**config.mk**
```make
export PLATFORM = sky130hd
export DESIGN_NAME = mem_dma_flat
export DESIGN_NICKNAME = d
export VERILOG_FILES = /design/src/rtl/mem_dma_if.sv /design/src/rtl/mem_dma.sv /design/src/flat_wrapper.sv
export SDC_FILE = /design/constraint.sdc
export NUM_CORES = 1
export LEC_CHECK = 0
export CELL_PAD_IN_SITES_DETAIL_PLACEMENT = 1
export CELL_PAD_IN_SITES_GLOBAL_PLACEMENT = 1
export CORE_ASPECT_RATIO = 1.1
export CORE_MARGIN = 3
export CORE_UTILIZATION = 39
export DETAILED_ROUTE_END_ITERATION = 8
export PLACE_DENSITY = 0.89
export SLEW_MARGIN = 20
export SYNTH_ARGS = -nofsm -noshare
export SYNTH_HDL_FRONTEND = slang
export SYNTH_SLANG_ARGS = --single-unit
```
**constraint.sdc**
```tcl
create_clock -name I_clk -period 3.15 [get_ports I_clk]
set_input_delay 0.63 -clock I_clk [delete_from_list [all_inputs] [get_ports I_clk]]
set_output_delay 0.63 -clock I_clk [all_outputs]
set_load 0.01 [all_outputs]
```
**src/rtl/mem_dma_if.sv**
```systemverilog
// Memory request/response bus shared by the core and the DMA initiator.
// master: drives MEM_exec/MEM_write/MEM_size/MEM_addr/MEM_data_out,
//         receives MEM_ready/MEM_data_in/MEM_data_ready.
// slave:  the memory responder side (directions reversed).
interface mem_dma_if;
  logic        MEM_ready;
  logic        MEM_exec;
  logic        MEM_write;
  logic [1:0]  MEM_size;
  logic [15:0] MEM_addr;
  logic [15:0] MEM_data_out;
  logic [15:0] MEM_data_in;
  logic        MEM_data_ready;

  modport master (
    output MEM_exec, MEM_write, MEM_size, MEM_addr, MEM_data_out,
    input  MEM_ready, MEM_data_in, MEM_data_ready
  );

  modport slave (
    input  MEM_exec, MEM_write, MEM_size, MEM_addr, MEM_data_out,
    output MEM_ready, MEM_data_in, MEM_data_ready
  );
endinterface

```
**src/rtl/mem_dma.sv**
```systemverilog
// mem_dma: block copy engine on the memory bus. Each word is one read
// followed by one write; abort is honoured only at a word boundary.
// Ports:
//   I_clk, I_reset (async, active low)
//   I_start/I_abort/I_src/I_dst/I_len/I_fill/I_fill_mode : control side
//   O_busy/O_done/O_aborted/O_count                       : status side
//   bus (mem_dma_if.master)                               : memory bus
// Optional feature: define MEM_DMA_FILL_EN to enable pattern fill
// (I_fill_mode = 1 at start writes I_fill to dst, no reads).
module mem_dma #(
  parameter int unsigned ADDR_STEP = 2
) (
  input  logic        I_clk,
  input  logic        I_reset,
  input  logic        I_start,
  input  logic        I_abort,
  input  logic [15:0] I_src,
  input  logic [15:0] I_dst,
  input  logic [15:0] I_len,
  input  logic [15:0] I_fill,
  input  logic        I_fill_mode,
  output logic        O_busy,
  output logic        O_done,
  output logic        O_aborted,
  output logic [15:0] O_count,
  mem_dma_if.master   bus
);

  localparam int unsigned AW = 16;
  localparam int unsigned DW = 16;

  localparam logic [2:0] S_IDLE    = 3'd0;
  localparam logic [2:0] S_RD_REQ  = 3'd1;
  localparam logic [2:0] S_RD_WAIT = 3'd2;
  localparam logic [2:0] S_WR_REQ  = 3'd3;
  localparam logic [2:0] S_WR_WAIT = 3'd4;
  localparam logic [2:0] S_DONE    = 3'd5;

  localparam logic [1:0] SIZE_WORD = 2'b10;

  logic [2:0]    state_q, state_d;
  logic [AW-1:0] src_q, src_d;
  logic [AW-1:0] dst_q, dst_d;
  logic [15:0]   rem_q, rem_d;
  logic [DW-1:0] buf_q, buf_d;
  logic [15:0]   count_q, count_d;
  logic          abort_q, abort_d;
  logic          aborted_q, aborted_d;
  logic          busy_q, busy_d;
  logic          done_q, done_d;
  logic          exec_q, exec_d;
  logic          write_q, write_d;
  logic [1:0]    size_q, size_d;
  logic [AW-1:0] addr_q, addr_d;
  logic [DW-1:0] wdata_q, wdata_d;
`ifdef MEM_DMA_FILL_EN
  logic          fill_q, fill_d;
`else
  logic          unused_fill;
  assign unused_fill = ^{I_fill, I_fill_mode};
`endif

  // Next-state, datapath and registered bus outputs
  always_comb begin
    state_d   = state_q;
    src_d     = src_q;
    dst_d     = dst_q;
    rem_d     = rem_q;
    buf_d     = buf_q;
    count_d   = count_q;
    aborted_d = aborted_q;
    // abort is sticky once the engine leaves IDLE
    abort_d   = abort_q | (I_abort && (state_q != S_IDLE));
`ifdef MEM_DMA_FILL_EN
    fill_d    = fill_q;
`endif

    case (state_q)
      S_IDLE: begin
        if (I_start) begin
          count_d   = '0;
          aborted_d = 1'b0;
          abort_d   = 1'b0;
          if (I_len != '0) begin
            src_d   = I_src;
            dst_d   = I_dst;
            rem_d   = I_len;
            state_d = S_RD_REQ;
`ifdef MEM_DMA_FILL_EN
            fill_d  = I_fill_mode;
            if (I_fill_mode) begin
              buf_d   = I_fill;
              state_d = S_WR_REQ;
            end
`endif
          end else begin
            state_d = S_DONE;
          end
        end
      end
      S_RD_REQ:  if (bus.MEM_ready) state_d = S_RD_WAIT;
      S_RD_WAIT: begin
        if (bus.MEM_data_ready) begin
          buf_d   = bus.MEM_data_in;
          state_d = S_WR_REQ;
        end
      end
      S_WR_REQ:  if (bus.MEM_ready) state_d = S_WR_WAIT;
      S_WR_WAIT: begin
        if (bus.MEM_data_ready) begin
          count_d = count_q + 16'd1;
          dst_d   = dst_q + AW'(ADDR_STEP);
          src_d   = src_q + AW'(ADDR_STEP);
          rem_d   = rem_q - 16'd1;
          state_d = S_RD_REQ;
`ifdef MEM_DMA_FILL_EN
          if (fill_q) begin
            src_d   = src_q;
            state_d = S_WR_REQ;
          end
`endif
          if ((rem_q == 16'd1) || abort_q || I_abort) begin
            aborted_d = abort_q | I_abort;
            state_d   = S_DONE;
          end
        end
      end
      S_DONE:  state_d = S_IDLE;
      default: state_d = S_IDLE;
    endcase

    // Bus request fields are loaded on entry to a request state and then held
    busy_d  = (state_d != S_IDLE);
    done_d  = (state_d == S_DONE);
    exec_d  = (state_d == S_RD_REQ) || (state_d == S_WR_REQ);
    write_d = write_q;
    size_d  = size_q;
    addr_d  = addr_q;
    wdata_d = wdata_q;
    if (state_d == S_RD_REQ) begin
      write_d = 1'b0;
      size_d  = SIZE_WORD;
      addr_d  = src_d;
    end else if (state_d == S_WR_REQ) begin
      write_d = 1'b1;
      size_d  = SIZE_WORD;
      addr_d  = dst_d;
      wdata_d = buf_d;
    end
  end

  // State and output registers
  always_ff @(posedge I_clk or negedge I_reset) begin
    if (!I_reset) begin
      state_q   <= S_IDLE;
      src_q     <= '0;
      dst_q     <= '0;
      rem_q     <= '0;
      buf_q     <= '0;
      count_q   <= '0;
      abort_q   <= 1'b0;
      aborted_q <= 1'b0;
      busy_q    <= 1'b0;
      done_q    <= 1'b0;
      exec_q    <= 1'b0;
      write_q   <= 1'b0;
      size_q    <= '0;
      addr_q    <= '0;
      wdata_q   <= '0;
`ifdef MEM_DMA_FILL_EN
      fill_q    <= 1'b0;
`endif
    end else begin
      state_q   <= state_d;
      src_q     <= src_d;
      dst_q     <= dst_d;
      rem_q     <= rem_d;
      buf_q     <= buf_d;
      count_q   <= count_d;
      abort_q   <= abort_d;
      aborted_q <= aborted_d;
      busy_q    <= busy_d;
      done_q    <= done_d;
      exec_q    <= exec_d;
      write_q   <= write_d;
      size_q    <= size_d;
      addr_q    <= addr_d;
      wdata_q   <= wdata_d;
`ifdef MEM_DMA_FILL_EN
      fill_q    <= fill_d;
`endif
    end
  end

  assign O_busy           = busy_q;
  assign O_done           = done_q;
  assign O_aborted        = aborted_q;
  assign O_count          = count_q;
  assign bus.MEM_exec     = exec_q;
  assign bus.MEM_write    = write_q;
  assign bus.MEM_size     = size_q;
  assign bus.MEM_addr     = addr_q;
  assign bus.MEM_data_out = wdata_q;

endmodule

```
**src/flat_wrapper.sv**
```systemverilog
// flat-port wrapper written by rule: the top's interface ports become plain ports
module mem_dma_flat 
#(
  parameter int unsigned ADDR_STEP = 2
)
  (I_clk, I_reset, I_start, I_abort, I_src, I_dst, I_len, I_fill, I_fill_mode, O_busy, O_done, O_aborted, O_count, bus_MEM_exec, bus_MEM_write, bus_MEM_size, bus_MEM_addr, bus_MEM_data_out, bus_MEM_ready, bus_MEM_data_in, bus_MEM_data_ready);
  mem_dma_if bus_i ();
  input  logic I_clk;
  input  logic I_reset;
  input  logic I_start;
  input  logic I_abort;
  input  logic [15:0] I_src;
  input  logic [15:0] I_dst;
  input  logic [15:0] I_len;
  input  logic [15:0] I_fill;
  input  logic I_fill_mode;
  output logic O_busy;
  output logic O_done;
  output logic O_aborted;
  output logic [15:0] O_count;
  output wire logic [$bits(bus_i.MEM_exec)-1:0] bus_MEM_exec;
  output wire logic [$bits(bus_i.MEM_write)-1:0] bus_MEM_write;
  output wire logic [$bits(bus_i.MEM_size)-1:0] bus_MEM_size;
  output wire logic [$bits(bus_i.MEM_addr)-1:0] bus_MEM_addr;
  output wire logic [$bits(bus_i.MEM_data_out)-1:0] bus_MEM_data_out;
  input wire logic [$bits(bus_i.MEM_ready)-1:0] bus_MEM_ready;
  input wire logic [$bits(bus_i.MEM_data_in)-1:0] bus_MEM_data_in;
  input wire logic [$bits(bus_i.MEM_data_ready)-1:0] bus_MEM_data_ready;
  assign bus_MEM_exec = bus_i.MEM_exec;
  assign bus_MEM_write = bus_i.MEM_write;
  assign bus_MEM_size = bus_i.MEM_size;
  assign bus_MEM_addr = bus_i.MEM_addr;
  assign bus_MEM_data_out = bus_i.MEM_data_out;
  assign bus_i.MEM_ready = bus_MEM_ready;
  assign bus_i.MEM_data_in = bus_MEM_data_in;
  assign bus_i.MEM_data_ready = bus_MEM_data_ready;
  mem_dma #(.ADDR_STEP(ADDR_STEP)) u_core (.I_clk(I_clk), .I_reset(I_reset), .I_start(I_start), .I_abort(I_abort), .I_src(I_src), .I_dst(I_dst), .I_len(I_len), .I_fill(I_fill), .I_fill_mode(I_fill_mode), .O_busy(O_busy), .O_done(O_done), .O_aborted(O_aborted), .O_count(O_count), .bus(bus_i));
endmodule
```
==> results.md <==
- Status: completed
- Critical path peak fanout: 3
- Cell taking the most area after synthesis: dfrtp_1
- Type of origin of the critical path: primary input
- Row count: approximately 50
- Setup TNS: 0 ns
- M1 wire length: 9.75 mm
- Largest cells by area after synthesis: dfrtp_1, nand2_1, nor2_1, mux2_2, o21ai_0
- Final hold violation count: 0
- DRC violations left: 0
- CTS Buf Count: 17
- Vias per cell: 6.05
- P per Cell Area: between 1000 and 1500 nW/um^2
- YS warnings: 0
- First DRT Iteration DRCs: ~470
- Number of antenna violations at the first check in global routing: 0
- Setup violators final: 0
- Pin count of the biggest net entering global routing: 59
- Detailed Place HPWL: 15.6 mm
- Mapped cell area: roughly 6700 um^2
- Critical path data arrival time: between 3 and 4 ns
- Flop-to-flop setup slack: 0.53 ns
- Diodes inserted: 0
- Final period util: 87.2%
- WL met3: 1.25 mm
- GRT Total Usage: 25.4%
- Pre-antenna DRT Iters: 5
- Postcts setup bufs: 0
- Clock Tree Buf Depth: 2
- CTS Root Cell: clkbuf_16
- Fill cell count: 1,849
- Synth unique cells: 75
- Minimum clock period after layout: 2.75 ns
- Total grt overflow: 0
- Reg2reg end: u_core.bus.MEM_addr[1]
- Global placer's final weighted congestion: ~0.83
- TritonCTS Sinks: 122
- Gate Count Post-Synth: slightly above 700
- Syn Nets: 809
- Die Y: about 140 um
- Layout cells sized above 1: between 10 and 15%
- Maximum clock rate: about 360 MHz
- Via count: between 6,000 and 7,000
- CTS tree: built
- P_leak: 3.81 nW
- Max_slew headroom: ~44%
- Cts hold-fix bufs: 0
- Area of the die: 18,700 um^2
- Nets@finish: 947
- Most common cell in the synthesized netlist: dfrtp_1
- H-tree depth: 4
- Type of the tightest min-delay check: in -> async
- Worst-skew pair later-pin latency: 0.43 ns
- Slew Viols, Final: 0
- Worst path required time: between 3 and 4 ns
- Multi-input gate area: approximately 3400 um^2
- Overall power: 9.11 mW
- Main flop type after synthesis: dfrtp_1
- First-pass GRT wire length: between 30 and 40 mm
- FF-to-FF path depth: 6
- Fin Clk Skew: 0.00677 ns
- Die width: 131 um
- Actual slew at the worst max-slew pin: 0.834 ns
- Register area share after synthesis: 45.8%
- Peak VDD IR: 0.560 mV
- Number of global-route vias before repair: 6,797
- Clock-pin slew on the worst setup and hold paths: 0.06 ns
- Hold slack: 0.275 ns
- Io pins: 142
- CP endpoint kind: register
- Post-synth EDFFs: 0
- CTS resizes: 0
- Met2 wire len: 11.5 mm
- Yosys reg bits: 122
- Layout area overhead: 36.2%
- Core Area: about 17,000 um^2
- Post-synth ARST share: 100%
- Starting Density: approximately two fifths
- FF/Latch Area: 3050 um^2
- Syn avg cell area: 9.29 um^2
- Top Layer Used: met4
- Setup CP Type: in -> reg
- Yosys top cell area share: a little under half
- Max-cap check violation count: 0
- DRT Wirelength: roughly 23 mm
- PortBufs: approximately 120
- Most instantiated cells after synthesis: dfrtp_1, nand2_1, nor2_1
- RSZ-0062 raised after global routing: no
- Routed wire per std cell: 21.7 um
- Crit Reg-Reg Startpoint: u_core.state_q[2]
- ANT nets after route: 0
power by group:
| group | switching (mW) | internal (mW) |
|---|---|---|
| sequential | 0.702 | 2.25 |
| clock | 0.744 | 1.60 |
| combinational | 2.10 | 1.73 |
| total | 3.54 | 5.57 |
worst max-delay path by stage:
stage | slack (ns) | end | startpoint | depth (start not counted)
after detailed placement | 0.05 | u_core.bus.MEM_addr[15] | I_len[5] | 6
final | 0.40 | u_core.bus.MEM_addr[15] | I_len[5] | 6
after CTS | 0.42 | u_core.bus.MEM_addr[15] | I_len[5] | 6
after global placement | 0.09 | u_core.bus.MEM_addr[15] | I_len[5] | 6
after floorplan | 0.66 | u_core.bus.MEM_addr[12] | I_len[2] | 6
after global routing | 0.35 | u_core.bus.MEM_addr[12] | bus_MEM_data_ready | 6
worst max-delay path, cell delays in order:
cell             delay, ns
clkdlybuf4s50_1       0.47
or4_1                 0.66
o41ai_4               0.46
nor4_1                0.11
or4_1                 0.58
o221ai_2              0.18
logic make-up (layout without fill, tap and decap cells):
group / count (synthesis) / count (layout) / synth area share [%]
fa+ha+maj: 5 / 5 / 0.939
compound gates: 174 / 174 / 19.0
xor+xnor: 13 / 13 / 1.71
simple gates: 303 / 303 / 23.3
flops: 122 / 122 / 45.8
mux: 32 / 32 / 5.18
other cells: 1 / 1 / 0.0563
buf+inv: 67 / 218 / 4.06
final cells by class:
| cell class | instances | share of cell area (%) |
|---|---|---|
| repair buffers | 164 | 17.8 |
| multi-input cells | 528 | 37.1 |
| flip-flops and latches | 122 | 33.6 |
| well taps | 204 | 2.81 |
| clock buffers | 23 | 5.49 |
| clock inverters | 9 | 2.27 |
| inverters | 22 | 0.910 |
per-stage QoR:
step           setup WS [ns]  utilization [%]  cell area [um^2]  instances
4_1_cts                0.417             54.8              9070       1072
3_5_place_dp          0.0517             50.6              8370       1040
5_1_grt                0.350             54.8              9070       1072
3_3_place_gp          0.0858             50.6              8370       1040
2_1_floorplan          0.665                -              6660        717
6_report               0.403             54.8              9070       1072
metal layers:
metal  up-vias  track usage, %
met3        52            5.57
met2       206            42.4
met5         -               0
met4         0            9.75
li1       2937               -
met1      3293            32.0
cell usage in the layout (no fill, tap or decap), types with 12 or more instances in the layout:
master / netlist / layout
nand2_1: 86 / 86
buf_4: 1 / 36
inv_1: 22 / 22
mux2i_1: 12 / 12
nor4_1: 12 / 12
nor3_1: 25 / 24
o21ai_0: 43 / 43
dfrtp_1: 122 / 122
nand3_1: 24 / 24
and3_1: 14 / 14
a21oi_1: 31 / 31
nor2_1: 69 / 68
nand4_1: 13 / 13
mux2_2: 20 / 20
clkdlybuf4s50_1: 0 / 122
clkbuf_16: 0 / 17
sequential cells by signal (all words and copies together) (netlist names), 3 cells and up:
signal,count
u_core.rem_q,16
u_core.state_q,3
u_core.bus.MEM_addr,16
u_core.src_q,16
u_core.bus.MEM_data_out,16
u_core.dst_q,16
u_core.O_count,16
u_core.buf_q,16
Note: power is estimated with default switching activity, not from simulation.
